===== src/rtl/rv32_pkg.sv =====
// rtl/rv32_pkg.sv - RV32I opcode constants, ALU op encodings and decoded-bundle type
// Shared by the decoder, the id_stage handshake logic and its interface.
package rv32_pkg;
    localparam int XLEN  = 32;
    localparam int REG_W = 5;

    localparam logic [6:0] OPC_OP     = 7'b0110011;
    localparam logic [6:0] OPC_OP_IMM = 7'b0010011;
    localparam logic [6:0] OPC_LOAD   = 7'b0000011;
    localparam logic [6:0] OPC_STORE  = 7'b0100011;
    localparam logic [6:0] OPC_BRANCH = 7'b1100011;
    localparam logic [6:0] OPC_JAL    = 7'b1101111;
    localparam logic [6:0] OPC_JALR   = 7'b1100111;
    localparam logic [6:0] OPC_LUI    = 7'b0110111;
    localparam logic [6:0] OPC_AUIPC  = 7'b0010111;

    typedef enum logic [3:0] {
        ALU_ADD   = 4'd0,
        ALU_SUB   = 4'd1,
        ALU_SLL   = 4'd2,
        ALU_SLT   = 4'd3,
        ALU_SLTU  = 4'd4,
        ALU_XOR   = 4'd5,
        ALU_SRL   = 4'd6,
        ALU_SRA   = 4'd7,
        ALU_OR    = 4'd8,
        ALU_AND   = 4'd9,
        ALU_PASSB = 4'd10
    } alu_op_e;

    typedef struct packed {
        logic [REG_W-1:0] rs1;
        logic [REG_W-1:0] rs2;
        logic [REG_W-1:0] rd;
        logic [XLEN-1:0]  imm;
        logic [3:0]       alu_op;
        logic             reg_we;
        logic             mem_rd;
        logic             mem_wr;
        logic             branch;
        logic             jump;
        logic             alu_src_imm;
        logic             illegal;
    } dec_bundle_t;

    // alt selects SUB/SRA; callers only pass it where funct7 bit 30 is meaningful
    function automatic logic [3:0] alu_from_f3(input logic [2:0] f3, input logic alt);
        logic [3:0] op;
        case (f3)
            3'b000:  op = alt ? ALU_SUB : ALU_ADD;
            3'b001:  op = ALU_SLL;
            3'b010:  op = ALU_SLT;
            3'b011:  op = ALU_SLTU;
            3'b100:  op = ALU_XOR;
            3'b101:  op = alt ? ALU_SRA : ALU_SRL;
            3'b110:  op = ALU_OR;
            default: op = ALU_AND;
        endcase
        return op;
    endfunction
endpackage


===== src/rtl/id_stage_if.sv =====
// rtl/id_stage_if.sv - fetch-side and execute-side handshake bundle of id_stage
// slave is the decode stage, master is whoever drives fetch words and consumes bundles.
interface id_stage_if #(
    parameter int CNT_W = 32
);
    logic             flush;
    logic             in_valid;
    logic [31:0]      instr_word;
    logic             in_ready;
    logic             out_valid;
    logic             out_ready;
    logic [4:0]       rs1;
    logic [4:0]       rs2;
    logic [4:0]       rd;
    logic [31:0]      imm;
    logic [3:0]       alu_op;
    logic             reg_we;
    logic             mem_rd;
    logic             mem_wr;
    logic             branch;
    logic             jump;
    logic             alu_src_imm;
    logic             illegal;
    logic [CNT_W-1:0] dec_count;

    modport slave (
        input  flush, in_valid, instr_word, out_ready,
        output in_ready, out_valid, rs1, rs2, rd, imm, alu_op,
               reg_we, mem_rd, mem_wr, branch, jump, alu_src_imm, illegal, dec_count
    );

    modport master (
        output flush, in_valid, instr_word, out_ready,
        input  in_ready, out_valid, rs1, rs2, rd, imm, alu_op,
               reg_we, mem_rd, mem_wr, branch, jump, alu_src_imm, illegal, dec_count
    );
endinterface


===== src/rtl/rv32i_decoder.sv =====
// rtl/rv32i_decoder.sv - combinational RV32I word to decoded-bundle translation
// ID_ILLEGAL_CHECK_EN: flag unrecognised encodings as illegal instead of decoding them as NOP.
module rv32i_decoder
    import rv32_pkg::*;
(
    input  logic [31:0] instr,
    output dec_bundle_t bundle
);
    logic [6:0]  opcode;
    logic [2:0]  f3;
    logic [6:0]  f7;
    logic [31:0] imm_i, imm_s, imm_b, imm_u, imm_j;
    dec_bundle_t d;
    logic        bad;

    assign opcode = instr[6:0];
    assign f3     = instr[14:12];
    assign f7     = instr[31:25];
    assign imm_i  = {{20{instr[31]}}, instr[31:20]};
    assign imm_s  = {{20{instr[31]}}, instr[31:25], instr[11:7]};
    assign imm_b  = {{19{instr[31]}}, instr[31], instr[7], instr[30:25], instr[11:8], 1'b0};
    assign imm_u  = {instr[31:12], 12'b0};
    assign imm_j  = {{11{instr[31]}}, instr[31], instr[19:12], instr[20], instr[30:21], 1'b0};

    always_comb begin
        d   = '0;
        bad = 1'b0;
        case (opcode)
            OPC_OP: begin
                d.rs1    = instr[19:15];
                d.rs2    = instr[24:20];
                d.rd     = instr[11:7];
                d.reg_we = 1'b1;
                d.alu_op = alu_from_f3(f3, instr[30]);
                bad = !((f7 == 7'b0000000) ||
                        (f7 == 7'b0100000 && (f3 == 3'b000 || f3 == 3'b101)));
            end
            OPC_OP_IMM: begin
                d.rs1         = instr[19:15];
                d.rd          = instr[11:7];
                d.imm         = imm_i;
                d.reg_we      = 1'b1;
                d.alu_src_imm = 1'b1;
                // only the right shift has an alternate form; ADDI never becomes SUB
                d.alu_op = alu_from_f3(f3, (f3 == 3'b101) && instr[30]);
                bad = (f3 == 3'b001 && f7 != 7'b0000000) ||
                      (f3 == 3'b101 && f7 != 7'b0000000 && f7 != 7'b0100000);
            end
            OPC_LOAD: begin
                d.rs1         = instr[19:15];
                d.rd          = instr[11:7];
                d.imm         = imm_i;
                d.reg_we      = 1'b1;
                d.mem_rd      = 1'b1;
                d.alu_src_imm = 1'b1;
                bad = (f3 == 3'b011) || (f3 == 3'b110) || (f3 == 3'b111);
            end
            OPC_STORE: begin
                d.rs1         = instr[19:15];
                d.rs2         = instr[24:20];
                d.imm         = imm_s;
                d.mem_wr      = 1'b1;
                d.alu_src_imm = 1'b1;
                bad = (f3 > 3'b010);
            end
            OPC_BRANCH: begin
                d.rs1    = instr[19:15];
                d.rs2    = instr[24:20];
                d.imm    = imm_b;
                d.branch = 1'b1;
                d.alu_op = f3[2] ? (f3[1] ? ALU_SLTU : ALU_SLT) : ALU_SUB;
                bad = (f3[2:1] == 2'b01);
            end
            OPC_JAL: begin
                d.rd          = instr[11:7];
                d.imm         = imm_j;
                d.reg_we      = 1'b1;
                d.jump        = 1'b1;
                d.alu_src_imm = 1'b1;
            end
            OPC_JALR: begin
                d.rs1         = instr[19:15];
                d.rd          = instr[11:7];
                d.imm         = imm_i;
                d.reg_we      = 1'b1;
                d.jump        = 1'b1;
                d.alu_src_imm = 1'b1;
                bad = (f3 != 3'b000);
            end
            OPC_LUI: begin
                d.rd          = instr[11:7];
                d.imm         = imm_u;
                d.reg_we      = 1'b1;
                d.alu_src_imm = 1'b1;
                d.alu_op      = ALU_PASSB;
            end
            OPC_AUIPC: begin
                d.rd          = instr[11:7];
                d.imm         = imm_u;
                d.reg_we      = 1'b1;
                d.alu_src_imm = 1'b1;
            end
            default: bad = 1'b1;
        endcase
        if (bad) begin
            d = '0;
`ifdef ID_ILLEGAL_CHECK_EN
            d.illegal = 1'b1;
`endif
        end
    end

    assign bundle = d;
endmodule


===== src/rtl/id_stage.sv =====
// rtl/id_stage.sv - RV32I decode stage with output + skid register and handoff counter
// Words are decoded on entry; the two storage entries hold finished bundles.
module id_stage
    import rv32_pkg::*;
#(
    parameter int XLEN  = 32,
    parameter int CNT_W = 32
) (
    input logic        clk,
    input logic        rst,
    id_stage_if.slave  bus
);
    dec_bundle_t      dec;
    dec_bundle_t      out_q, out_d, skid_q, skid_d;
    logic             out_valid_q, out_valid_d;
    logic             skid_valid_q, skid_valid_d;
    logic [CNT_W-1:0] cnt_q, cnt_d;
    logic             accept, handoff;

    rv32i_decoder u_dec (
        .instr  (bus.instr_word),
        .bundle (dec)
    );

    always_comb begin
        accept       = bus.in_valid && !skid_valid_q;
        handoff      = out_valid_q && bus.out_ready;
        out_d        = out_q;
        out_valid_d  = out_valid_q;
        skid_d       = skid_q;
        skid_valid_d = skid_valid_q;
        cnt_d        = cnt_q;
        if (bus.flush) begin
            out_valid_d  = 1'b0;
            skid_valid_d = 1'b0;
        end else begin
            if (handoff) begin
                cnt_d = cnt_q + CNT_W'(1);
            end
            if (!out_valid_q || bus.out_ready) begin
                // skid only holds data while in_ready is low, so it never competes with accept
                if (skid_valid_q) begin
                    out_d        = skid_q;
                    out_valid_d  = 1'b1;
                    skid_valid_d = 1'b0;
                end else if (accept) begin
                    out_d       = dec;
                    out_valid_d = 1'b1;
                end else begin
                    out_valid_d = 1'b0;
                end
            end else if (accept) begin
                skid_d       = dec;
                skid_valid_d = 1'b1;
            end
        end
    end

    always_ff @(posedge clk or negedge rst) begin
        if (!rst) begin
            out_q        <= '0;
            out_valid_q  <= 1'b0;
            skid_q       <= '0;
            skid_valid_q <= 1'b0;
            cnt_q        <= '0;
        end else begin
            out_q        <= out_d;
            out_valid_q  <= out_valid_d;
            skid_q       <= skid_d;
            skid_valid_q <= skid_valid_d;
            cnt_q        <= cnt_d;
        end
    end

    assign bus.in_ready    = !skid_valid_q;
    assign bus.out_valid   = out_valid_q;
    assign bus.rs1         = out_q.rs1;
    assign bus.rs2         = out_q.rs2;
    assign bus.rd          = out_q.rd;
    assign bus.imm         = out_q.imm[XLEN-1:0];
    assign bus.alu_op      = out_q.alu_op;
    assign bus.reg_we      = out_q.reg_we;
    assign bus.mem_rd      = out_q.mem_rd;
    assign bus.mem_wr      = out_q.mem_wr;
    assign bus.branch      = out_q.branch;
    assign bus.jump        = out_q.jump;
    assign bus.alu_src_imm = out_q.alu_src_imm;
    assign bus.illegal     = out_q.illegal;
    assign bus.dec_count   = cnt_q;
endmodule


===== src/flat_wrapper.sv =====
// flat-port wrapper written by rule: the top's interface ports become plain ports
module id_stage_flat import rv32_pkg::*;
#(
    parameter int XLEN  = 32,
    parameter int CNT_W = 32
)
  (clk, rst, bus_flush, bus_in_valid, bus_instr_word, bus_out_ready, bus_in_ready, bus_out_valid, bus_rs1, bus_rs2, bus_rd, bus_imm, bus_alu_op, bus_reg_we, bus_mem_rd, bus_mem_wr, bus_branch, bus_jump, bus_alu_src_imm, bus_illegal, bus_dec_count);
  id_stage_if #(.CNT_W(CNT_W)) bus_i ();
  input logic clk;
  input logic rst;
  input wire logic [$bits(bus_i.flush)-1:0] bus_flush;
  input wire logic [$bits(bus_i.in_valid)-1:0] bus_in_valid;
  input wire logic [$bits(bus_i.instr_word)-1:0] bus_instr_word;
  input wire logic [$bits(bus_i.out_ready)-1:0] bus_out_ready;
  output wire logic [$bits(bus_i.in_ready)-1:0] bus_in_ready;
  output wire logic [$bits(bus_i.out_valid)-1:0] bus_out_valid;
  output wire logic [$bits(bus_i.rs1)-1:0] bus_rs1;
  output wire logic [$bits(bus_i.rs2)-1:0] bus_rs2;
  output wire logic [$bits(bus_i.rd)-1:0] bus_rd;
  output wire logic [$bits(bus_i.imm)-1:0] bus_imm;
  output wire logic [$bits(bus_i.alu_op)-1:0] bus_alu_op;
  output wire logic [$bits(bus_i.reg_we)-1:0] bus_reg_we;
  output wire logic [$bits(bus_i.mem_rd)-1:0] bus_mem_rd;
  output wire logic [$bits(bus_i.mem_wr)-1:0] bus_mem_wr;
  output wire logic [$bits(bus_i.branch)-1:0] bus_branch;
  output wire logic [$bits(bus_i.jump)-1:0] bus_jump;
  output wire logic [$bits(bus_i.alu_src_imm)-1:0] bus_alu_src_imm;
  output wire logic [$bits(bus_i.illegal)-1:0] bus_illegal;
  output wire logic [$bits(bus_i.dec_count)-1:0] bus_dec_count;
  assign bus_i.flush = bus_flush;
  assign bus_i.in_valid = bus_in_valid;
  assign bus_i.instr_word = bus_instr_word;
  assign bus_i.out_ready = bus_out_ready;
  assign bus_in_ready = bus_i.in_ready;
  assign bus_out_valid = bus_i.out_valid;
  assign bus_rs1 = bus_i.rs1;
  assign bus_rs2 = bus_i.rs2;
  assign bus_rd = bus_i.rd;
  assign bus_imm = bus_i.imm;
  assign bus_alu_op = bus_i.alu_op;
  assign bus_reg_we = bus_i.reg_we;
  assign bus_mem_rd = bus_i.mem_rd;
  assign bus_mem_wr = bus_i.mem_wr;
  assign bus_branch = bus_i.branch;
  assign bus_jump = bus_i.jump;
  assign bus_alu_src_imm = bus_i.alu_src_imm;
  assign bus_illegal = bus_i.illegal;
  assign bus_dec_count = bus_i.dec_count;
  id_stage #(.XLEN(XLEN), .CNT_W(CNT_W)) u_core (.clk(clk), .rst(rst), .bus(bus_i));
endmodule

===== config.mk =====
export PLATFORM = sky130hd
export DESIGN_NAME = id_stage_flat
export DESIGN_NICKNAME = d
export VERILOG_FILES = /design/src/rtl/rv32_pkg.sv /design/src/rtl/id_stage_if.sv /design/src/rtl/rv32i_decoder.sv /design/src/rtl/id_stage.sv /design/src/flat_wrapper.sv
export SDC_FILE = /design/constraint.sdc
export NUM_CORES = 1
export LEC_CHECK = 0
export ABC_CLOCK_PERIOD_IN_PS = 1570
export CORE_MARGIN = 2
export CORE_UTILIZATION = 58
export CTS_CLUSTER_DIAMETER = 200
export DETAILED_ROUTE_END_ITERATION = 7
export DONT_BUFFER_PORTS = 1
export PLACE_DENSITY = 0.87
export SYNTH_ARGS = -nofsm -noshare
export SYNTH_HDL_FRONTEND = slang
export SYNTH_HIERARCHICAL = 1
export SYNTH_SLANG_ARGS = --single-unit

===== constraint.sdc =====
create_clock -name clk -period 1.57 [get_ports clk]
set_clock_uncertainty 0.05 [all_clocks]
set_input_delay 0.3925 -clock clk [delete_from_list [all_inputs] [get_ports clk]]
set_output_delay 0.3925 -clock clk [all_outputs]
set_load 0.01 [all_outputs]

==> reports/qor.txt, run 1 <==
Status = finished with violations
Failing checks = hold timing, setup timing
DRC = 0
Final GP Congestion = 0.904
Area growth from synthesis to layout = 39.9%
# rows = 41
Total gr overflow = 0
Clock sinks = 150
Hpwl dp = 14,000 um
First-pass iteration count of the detailed router = 7
Post-Synthesis Cells = 710
Setup WS pre-CTS = -1.25 ns
Fmax achieved = 456 MHz
Vias = 6,503
Area post-placement = 0.00867 mm2
Ys flop type = dfrtp_1
P per Cell Area = 968 mW/mm2
CTS tree = done
Placed cells = 928
RSZ-0062 raised after global routing = yes
Core area = 0.0126 mm2
Die W = 118 um
CP max FO = 10
Fin. Hold Viols = 150
Period minus WS final = 2.19 ns
Share of layout cells above drive strength 1 = 38.7%
Wire length per cell = 25.4 um
Maximum clock path buffer count = 2
Worst setup EP type = register
CP Launch Type = input port
Later-pin clock latency in the skew report = 0.44 ns
Diodes inserted = 0
H-tree Lvls = 4
Iter 0 DRT Violations = 582
Flop and latch count out of synthesis = 150
Initial Util = 59.6%
Initial antenna violation count = 0
Finish-stage setup viols = 133
Yosys warning count = 6
Sequential area share after synthesis = 49.9%
Post-synthesis async set-or-reset flop share = 100%
Post-Layout Inst Area = 0.0105 mm2
Mapped Area = 0.00752 mm2
Min Hold Slack = -0.394 ns
Total wire length = 25,500 um
CTS Root Cell = clkbuf_16
Hold_buf cts = 2
Peak VDD IR = 1210 uV
Synth cell types = 60
Die Ht = 118 um
Nets = 856
Ports = 129
Slew @ Worst Pin = 0.555 ns
GRT Total Usage = 33.0%
Slew headroom = 62.9%
Clock slew at the register clock pins of the worst setup and hold paths = 0.06 ns
Die area = 0.0139 mm2
Total power = 10,200 uW
Largest net degree at the start of global routing = 151
Port Buffer Count = 0
Vias in the first global route = 6,697
Detail Route Antenna Nets = 0
Syn nets = 748
CP arrival = 2.50 ns
Fillers = 637
CP required = 1.88 ns
Final worst path period share = 140%
Vias/cell = 6.48
Final worst slack = -0.624 ns
Final Slew Violations = 0
EDFF count, synth = 0
First-pass GRT wire length = 35,900 um
Synth Area per Inst = 10.6 um2
Num CTS Buffers = 17
Final Non-Filler Cells = 1,003
CP Class = input port to register
Number of max-cap violations = 0
HP Class = input port to asynchronous set/reset pin
Lkg Pwr = 0.00475 uW
final timing paths:
path,startpoint,to,slack (ns),cells after the start
setup reg to reg,u_core/bus.out_valid$_DFFE_PN0N_,u_core/bus.rs1[2]$_DFFE_PN0P_,-0.21,7
hold reg to reg,u_core/skid_q[37]$_DFFE_PN0P_,u_core/skid_q[37]$_DFFE_PN0P_,0.44,1
hold / removal,rst,u_core/bus.dec_count[3]$_DFFE_PN0P_,-0.39,0
setup / recovery,bus_instr_word[25],u_core/bus.imm[9]$_DFFE_PN0P_,-0.62,9
min in group clk,bus_in_valid,u_core/bus.out_valid$_DFFE_PN0N_,0.08,2
max in group asynchronous,rst,u_core/bus.dec_count[11]$_DFFE_PN0P_,1.66,0
sequential cells by signal, summed over array words and instances (netlist names), 4 cells and up:
signal,count
u_core/bus.dec_count,32
u_core/bus.rs1,5
u_core/bus.imm,32
u_core/bus.rs2,5
u_core/bus.rd,5
u_core/bus.alu_op,4
u_core/skid_q,58
critical path: stages:
cell and delay, ns:
or4_4 0.53, nor3_4 0.15, a211oi_2 0.09, or3_4 0.44
buf_12 0.17, buf_8 0.15, nor3_2 0.23, mux2i_1 0.15
a21oi_1 0.19
final cells by class:
class,count,area [um2],share of cell area [%]
multi-input combinational,499,4430,42.1
sequential,150,3760,35.8
timing repair buffer,143,1450,13.7
clock buffer,21,460,4.38
tap,172,215,2.05
clock inverter,11,174,1.65
inverter,7,28.8,0.274
cells in the mapped netlist (2+ instances only):
master	count	area share (%)
xor2_1	18	2.1
nand4_1	9	0.75
mux2_2	39	5.8
mux2_1	20	3.0
a211oi_1	4	0.40
nor3_1	49	3.3
buf_6	4	0.60
clkbuf_1	25	1.2
nor2b_1	2	0.17
o21ai_0	4	0.27
nor4_2	4	0.67
and4_1	5	0.58
nor2_1	78	3.9
mux2i_1	58	7.7
a21oi_1	82	5.5
buf_1	3	0.15
a31oi_1	2	0.17
and3b_1	2	0.23
a32oi_1	3	0.35
nand2_1	37	1.8
a22oi_1	4	0.40
inv_1	7	0.35
dfrtp_1	150	50
nor4b_1	5	0.58
nand2b_1	3	0.25
buf_4	9	0.90
xnor2_1	14	1.6
nor3_2	10	1.3
and3_1	7	0.58
nand3_1	11	0.73
buf_2	13	0.87
through the flow:
stage | hold WS (ns) | TNS (ns) | utilization [%]
6_report | -0.394 | -49.49 | 83.3
5_1_grt | -0.410 | -54.11 | 83.3
4_1_cts | -0.403 | -45.40 | 78.7
3_5_place_dp | 0.0516 | -118.29 | 68.7
3_3_place_gp | 0.0523 | -111.58 | 68.7
2_1_floorplan | 0.0469 | -76.80 | -
placed cells by master (no fill, tap or decap), drive strengths merged, types with 2 or more instances in the layout:
cell	n
a211oi	4
a21oi	82
a22oi	4
a31oi	2
a32oi	3
and3	7
and3b	2
and4	6
buf	136
bufinv	4
clkbuf	26
clkinv	4
clkinvlp	3
dfrtp	150
dlygate4sd3	2
inv	7
mux2	59
mux2i	58
nand2	37
nand2b	3
nand3	11
nand4	12
nor2	78
nor2b	2
nor3	59
nor4	5
nor4b	6
o21ai	5
o311ai	2
xnor2	14
xor2	18
repair_timing:
action                     CTS  global route
pin swaps                   23            56
resized for setup           84            71
setup buffers               19            17
cloned                       2             6
setup endpoints to repair  127           134
hold endpoints to repair   152           150
logic make-up after synthesis:
family	Yosys count	share of synthesized area (%)
xor+xnor	32	3.73
simple gates	233	16.5
mux	117	16.6
other cells	1	0.0499
buf+inv	62	4.31
fa+ha+maj	1	0.166
flops	150	49.9
compound gates	114	8.72
power breakdown:
part,internal (uW),switching (uW)
Combinational,574,643
Sequential,4160,376
Clock,2750,1670
per-layer routing:
metal / share of wire [%] / wire [um] / global-route usage [%] / vias up
met3: 9.2 / 2350 / 11.9 / 95
li1: - / - / - / 2738
met4: 4.4 / 1130 / 14.7 / 0
met5: 0 / 0 / 0 / -
met1: 35 / 8970 / 38.2 / 3298
met2: 51 / 13100 / 55.4 / 372
Power figures use the tool's default switching activity.
==> run 2, diff against run 1 <==
ABC_AREA = 0   (was not set)
CELL_PAD_IN_SITES_DETAIL_PLACEMENT = 0   (was not set)
CELL_PAD_IN_SITES_GLOBAL_PLACEMENT = 1   (was not set)
CORE_UTILIZATION = 45   (was 58)
==> reports/qor.txt, run 2 (synthesized netlist as in run 1, its figures left out) <==
Status = finished with violations
Failing checks = hold timing, setup timing
DRC = 0 (unchanged)
Hold_buf cts = 2 (unchanged)
HP Class = input port to asynchronous set/reset pin
Commonest non-fill, non-tap cell in the layout = dfrtp_1
Clock slew at the register clock pins of the worst setup and hold paths = 0.06 ns (about the same)
Worst r2r path cells = 7 (unchanged)
Share of layout cells above drive strength 1 = 35.5% (-3.2 points)
Fmax achieved = 472 MHz (+3.7%)
Lkg Pwr = 0.00434 uW (-8.6%)
Diodes inserted = 0 (unchanged)
H-tree Lvls = 4 (unchanged)
Largest Register = u_core/skid_q
Final worst slack = -0.547 ns (+0.0774 ns)
Slew @ Worst Pin = 0.755 ns (+0.200 ns)
Initial antenna violation count = 0 (unchanged)
Num CTS Buffers = 17 (unchanged)
Min Hold Slack = -0.393 ns (+0.000502 ns)
Nets = 816 (-4.7%)
Max FFs per register = 58 (unchanged)
Total wire length = 22,300 um (-13%)
Total gr overflow = 0 (unchanged)
Initial Util = 45.6% (-14 points)
Fin. Hold Viols = 150 (unchanged)
Core area = 0.0165 mm2 (+30%)
Largest net degree at the start of global routing = 151 (unchanged)
CTS tree = done
CP Launch Type = input port
CTS Root Cell = clkbuf_16
Later-pin clock latency in the skew report = 0.42 ns (-0.02 ns)
Die area = 0.0178 mm2 (+28%)
First-pass GRT wire length = 34,500 um (-3.9%)
Vias in the first global route = 6,225 (-7.0%)
Finish-stage setup viols = 114 (-14%)
Slew headroom = 49.5% (-13 points)
FF-to-FF Start = u_core/bus.out_valid$_DFFE_PN0N_
Most frequent cells in the layout = 148 x dfrtp_1, 78 x a21oi_1, 72 x buf_4, 69 x nor2_1, 58 x mux2i_1
P per Cell Area = 986 mW/mm2 (+1.9%)
Util after Layout = 61.1% (-22 points)
CP max FO = 7 (-3)
Vias = 5,994 (-7.8%)
Port Buffer Count = 0 (unchanged)
Worst setup EP type = register
Iter 0 DRT Violations = 392 (-33%)
End of the worst register-to-register path = u_core/bus.rd[2]$_DFFE_PN0P_
CP startpoint = bus_instr_word[25]
Vias/cell = 5.93 (-8.6%)
Final GP Congestion = 0.888 (-1.7%)
Clock sinks = 150 (unchanged)
CP Class = input port to register
Detail Route Antenna Nets = 0 (unchanged)
# rows = 47 (+15%)
Die W = 133 um (+13%)
Wire length per cell = 22.0 um (-13%)
Die Ht = 133 um (+13%)
First-pass iteration count of the detailed router = 5 (-2)
CP required = 1.87 ns (about the same)
Final Slew Violations = 0 (unchanged)
Number of max-cap violations = 0 (unchanged)
Period minus WS final = 2.12 ns (-0.0774 ns)
Hpwl dp = 13,600 um (-3.0%)
Maximum clock path buffer count = 2 (unchanged)
Ports = 129 (unchanged)
Peak VDD IR = 812 uV (-33%)
CP arrival = 2.42 ns (-0.08 ns)
RSZ-0062 raised after global routing = yes
Register-to-register setup slack = -0.07 ns (+0.14 ns)
Final worst path period share = 135% (-4.9 points)
GRT Total Usage = 24.9% (-8.1 points)
Area growth from synthesis to layout = 33.8%
## run 2: changes by cell type in the layout (fill, tap and decap cells not counted), sizes merged
cell | previous run | this run
buf | 136 | 96
clkinv | 4 | 5
or3 | 1 | 2
nand4 | 12 | 11
inv | 7 | 10
bufinv | 4 | 3
clkinvlp | 3 | 2
clkbuf | 26 | 24
## run 2: where the power goes
part / switching [uW] / leakage [uW] / internal (uW)
Sequential: 375 / 0.00194 / 4160
Combinational: 585 / 0.00210 / 520
Clock: 1680 / 0.000301 / 2610
## run 2: what timing repair did
action	in CTS	in global routing
setup endpoints to repair	122	130
endpoints found under the hold margin	152	150
pin swaps	22	17
buffers inserted	9	3
cloned	6	5
gates resized for setup	78	35
## run 2: worst max-delay path, stage by stage
cell and delay [ns]:
or4_4 0.53, nor3_4 0.17, a211oi_2 0.11, or3_4 0.50, buf_12 0.19, nor4b_4 0.23, mux2i_1 0.12, a21oi_1 0.16
## run 2: per-layer routing
| metal | part of all wire [%] | up-vias | track usage (%) | routed length, um |
|---|---|---|---|---|
| li1 | - | 2659 | - | - |
| met1 | 38 | 2971 | 31.2 | 8520 |
| met2 | 48 | 292 | 38.8 | 10700 |
| met3 | 9.7 | 72 | 8.41 | 2160 |
| met4 | 3.9 | 0 | 12.5 | 858 |
| met5 | 0 | - | 0 | 0 |
## run 2: area by class of cell
type | instances | area, um2
fill | 1236 | 6410
inverter | 7 | 26.3
timing repair buffer | 103 | 1110
clock buffer | 19 | 453
sequential | 150 | 3760
tap | 220 | 275
clock inverter | 13 | 171
multi-input combinational | 499 | 4260
## run 2: worst max-delay path by stage
stage,endpoint,slack [ns],cells past startpoint
2_1_floorplan,u_core/bus.rd[0]$_DFFE_PN0P_,-0.81,8
3_3_place_gp,u_core/bus.rd[1]$_DFFE_PN0P_,-1.15,7
3_5_place_dp,u_core/bus.rd[1]$_DFFE_PN0P_,-1.21,7
4_1_cts,u_core/bus.imm[4]$_DFFE_PN0P_,-0.52,9
5_1_grt,u_core/bus.imm[11]$_DFFE_PN0P_,-0.60,8
6_report,u_core/bus.rd[4]$_DFFE_PN0P_,-0.55,8
## run 2: per-stage QoR
| stage | total power [uW] | instances | cell area, um2 | TNS, ns | setup slack, ns |
|---|---|---|---|---|---|
| floorplan | 5120 | 710 | 7910 | -76.80 | -0.807 |
| global placement | 5400 | 956 | 8550 | -109.08 | -1.15 |
| detailed placement | 5440 | 956 | 8550 | -112.72 | -1.21 |
| CTS | 9860 | 1005 | 9810 | -43.82 | -0.518 |
| global route | 10300 | 1011 | 10100 | -49.67 | -0.600 |
| finish | 9920 | 1011 | 10100 | -45.28 | -0.547 |
==> run 3, diff against run 2 <==
PLACE_DENSITY = not set   (was 0.87)
PLACE_DENSITY_LB_ADDON = 0.1   (was not set)
==> reports/qor.txt, run 3 (synthesized netlist as in run 1, its figures left out) <==
Status = finished with violations
Failing checks = hold timing, setup timing
CP Launch Type = input port
H-tree Lvls = 4 (unchanged)
Maximum clock path buffer count = 2 (unchanged)
First-pass GRT wire length = 32,600 um (-5.7%)
CTS Root Cell = clkbuf_16
Slew @ Worst Pin = 0.529 ns (-0.226 ns)
Final TNS setup = -43.30 ns (+1.98 ns)
Commonest non-fill, non-tap cell in the layout = dfrtp_1
Area post-placement = 0.00876 mm2 (+2.4%)
Most frequent cells in the layout = 148 x dfrtp_1, 81 x buf_4, 81 x a21oi_1, 73 x nor2_1, 57 x mux2i_1
Final GP Congestion = 0.835 (-5.9%)
Die area = 0.0178 mm2 (unchanged)
RSZ-0062 raised after global routing = yes
Ports = 129 (unchanged)
Final Non-Filler Cells = 1,024 (+1.3%)
Worst setup EP type = register
Total power = 9830 uW (-0.91%)
Vias/cell = 5.60 (-5.6%)
Initial antenna violation count = 0 (unchanged)
CP required = 1.87 ns (about the same)
CTS tree = done
Vias = 5,730 (-4.4%)
Wire length per cell = 20.3 um (-7.8%)
Finish-stage setup viols = 117 (+2.6%)
Die W = 133 um (unchanged)
Die Ht = 133 um (unchanged)
CP Class = input port to register
Initial Util = 45.6% (unchanged)
Largest net degree at the start of global routing = 151 (unchanged)
DRC = 0 (unchanged)
Slew headroom = 64.6% (+15 points)
CP max FO = 10 (+3)
Placed cells = 977 (+2.2%)
Hpwl dp = 14,200 um (+4.3%)
Iter 0 DRT Violations = 375 (-4.3%)
HP Class = input port to asynchronous set/reset pin
# rows = 47 (unchanged)
First-pass iteration count of the detailed router = 5 (unchanged)
Period minus WS final = 2.08 ns (-0.0330 ns)
Final worst slack = -0.514 ns (+0.0330 ns)
Clock slew at the register clock pins of the worst setup and hold paths = 0.06 ns (about the same)
GRT Total Usage = 23.7% (-1.3 points)
CP arrival = 2.39 ns (-0.03 ns)
Fillers = 1,369 (+11%)
Total gr overflow = 0 (unchanged)
Lkg Pwr = 0.00446 uW (+2.7%)
Max FFs per register = 58 (unchanged)
Number of max-cap violations = 0 (unchanged)
Peak VDD IR = 709 uV (-13%)
Diodes inserted = 0 (unchanged)
Num CTS Buffers = 17 (unchanged)
Hold_buf cts = 2 (unchanged)
Detail Route Antenna Nets = 0 (unchanged)
Share of layout cells above drive strength 1 = 35.7% (+0.17 points)
Min Hold Slack = -0.390 ns (+0.00317 ns)
Area growth from synthesis to layout = 35.0%
Setup WS pre-CTS = -1.26 ns (-0.0548 ns)
Later-pin clock latency in the skew report = 0.42 ns (about the same)
Core area = 0.0165 mm2 (unchanged)
Nets = 829 (+1.6%)
Fin. Hold Viols = 150 (unchanged)
Final worst path period share = 133% (-2.1 points)
Vias in the first global route = 5,763 (-7.4%)
Post-Layout Inst Area = 0.0101 mm2 (+0.91%)
Largest Register = u_core/skid_q
Clock sinks = 150 (unchanged)
Port Buffer Count = 0 (unchanged)
Fmax achieved = 480 MHz (+1.6%)
Total wire length = 20,800 um (-6.6%)
P per Cell Area = 969 mW/mm2 (-1.8%)
Final Slew Violations = 0 (unchanged)
## run 3: layout make-up
type                       count  area, um2  area share (%)
clock buffer                  17        425            4.19
clock inverter                15        193            1.90
inverter                       7       38.8           0.382
multi-input combinational    498       4220            41.6
sequential                   150       3760            37.0
tap                          220        275            2.71
timing repair buffer         117       1240            12.2
## run 3: stage by stage
| step | hold WS [ns] | util [%] |
|---|---|---|
| floorplan | 0.0469 | - |
| global placement | 0.0506 | 53.2 |
| detailed placement | 0.0501 | 53.2 |
| global route | -0.416 | 61.6 |
| CTS | -0.405 | 59.5 |
| finish | -0.390 | 61.6 |
## run 3: power breakdown
group	switching [uW]	internal, uW	total [uW]
logic	541	496	1040
registers	339	4160	4500
clock network	1750	2540	4300
## run 3: what timing repair did
action	4_1_cts	5_1_grt
gates cloned	3	3
endpoints found under the setup margin	125	127
buffers inserted	2	5
endpoints found under the hold margin	152	150
resized for setup	63	45
pin swaps	10	23
## run 3: worst max-delay path, cell delays in order
cell and delay (ns):
or4_4 0.56, nor3_4 0.16, a211oi_2 0.09, or3_4 0.41, buf_4 0.17, buf_16 0.16, nor3_4 0.20, mux2i_1 0.11
a21oi_1 0.12
## run 3: worst paths after layout
kind | from | to | slack, ns | depth (start not counted)
worst max-delay path | bus_instr_word[25] | u_core/bus.imm[1]$_DFFE_PN0P_ | -0.51 | 9
worst min-delay path | rst | u_core/bus.alu_op[1]$_DFFE_PN0P_ | -0.39 | 0
worst max register to register | u_core/bus.out_valid$_DFFE_PN0N_ | u_core/bus.dec_count[31]$_DFFE_PN0P_ | -0.01 | 5
worst min register to register | u_core/skid_q[38]$_DFFE_PN0P_ | u_core/skid_q[38]$_DFFE_PN0P_ | 0.45 | 1
max in group asynchronous | rst | u_core/skid_valid_q$_DFFE_PN0P_ | 1.51 | 0
min in group clk | bus_in_valid | u_core/bus.out_valid$_DFFE_PN0N_ | 0.09 | 2
## run 3: layer usage
layer | wire [um] | vias to the layer above | track usage (%)
met5 | 0 | - | 0
li1 | - | 2689 | -
met3 | 1250 | 14 | 7.00
met2 | 9830 | 125 | 36.5
met4 | 240 | 0 | 5.50
met1 | 9470 | 2902 | 33.2
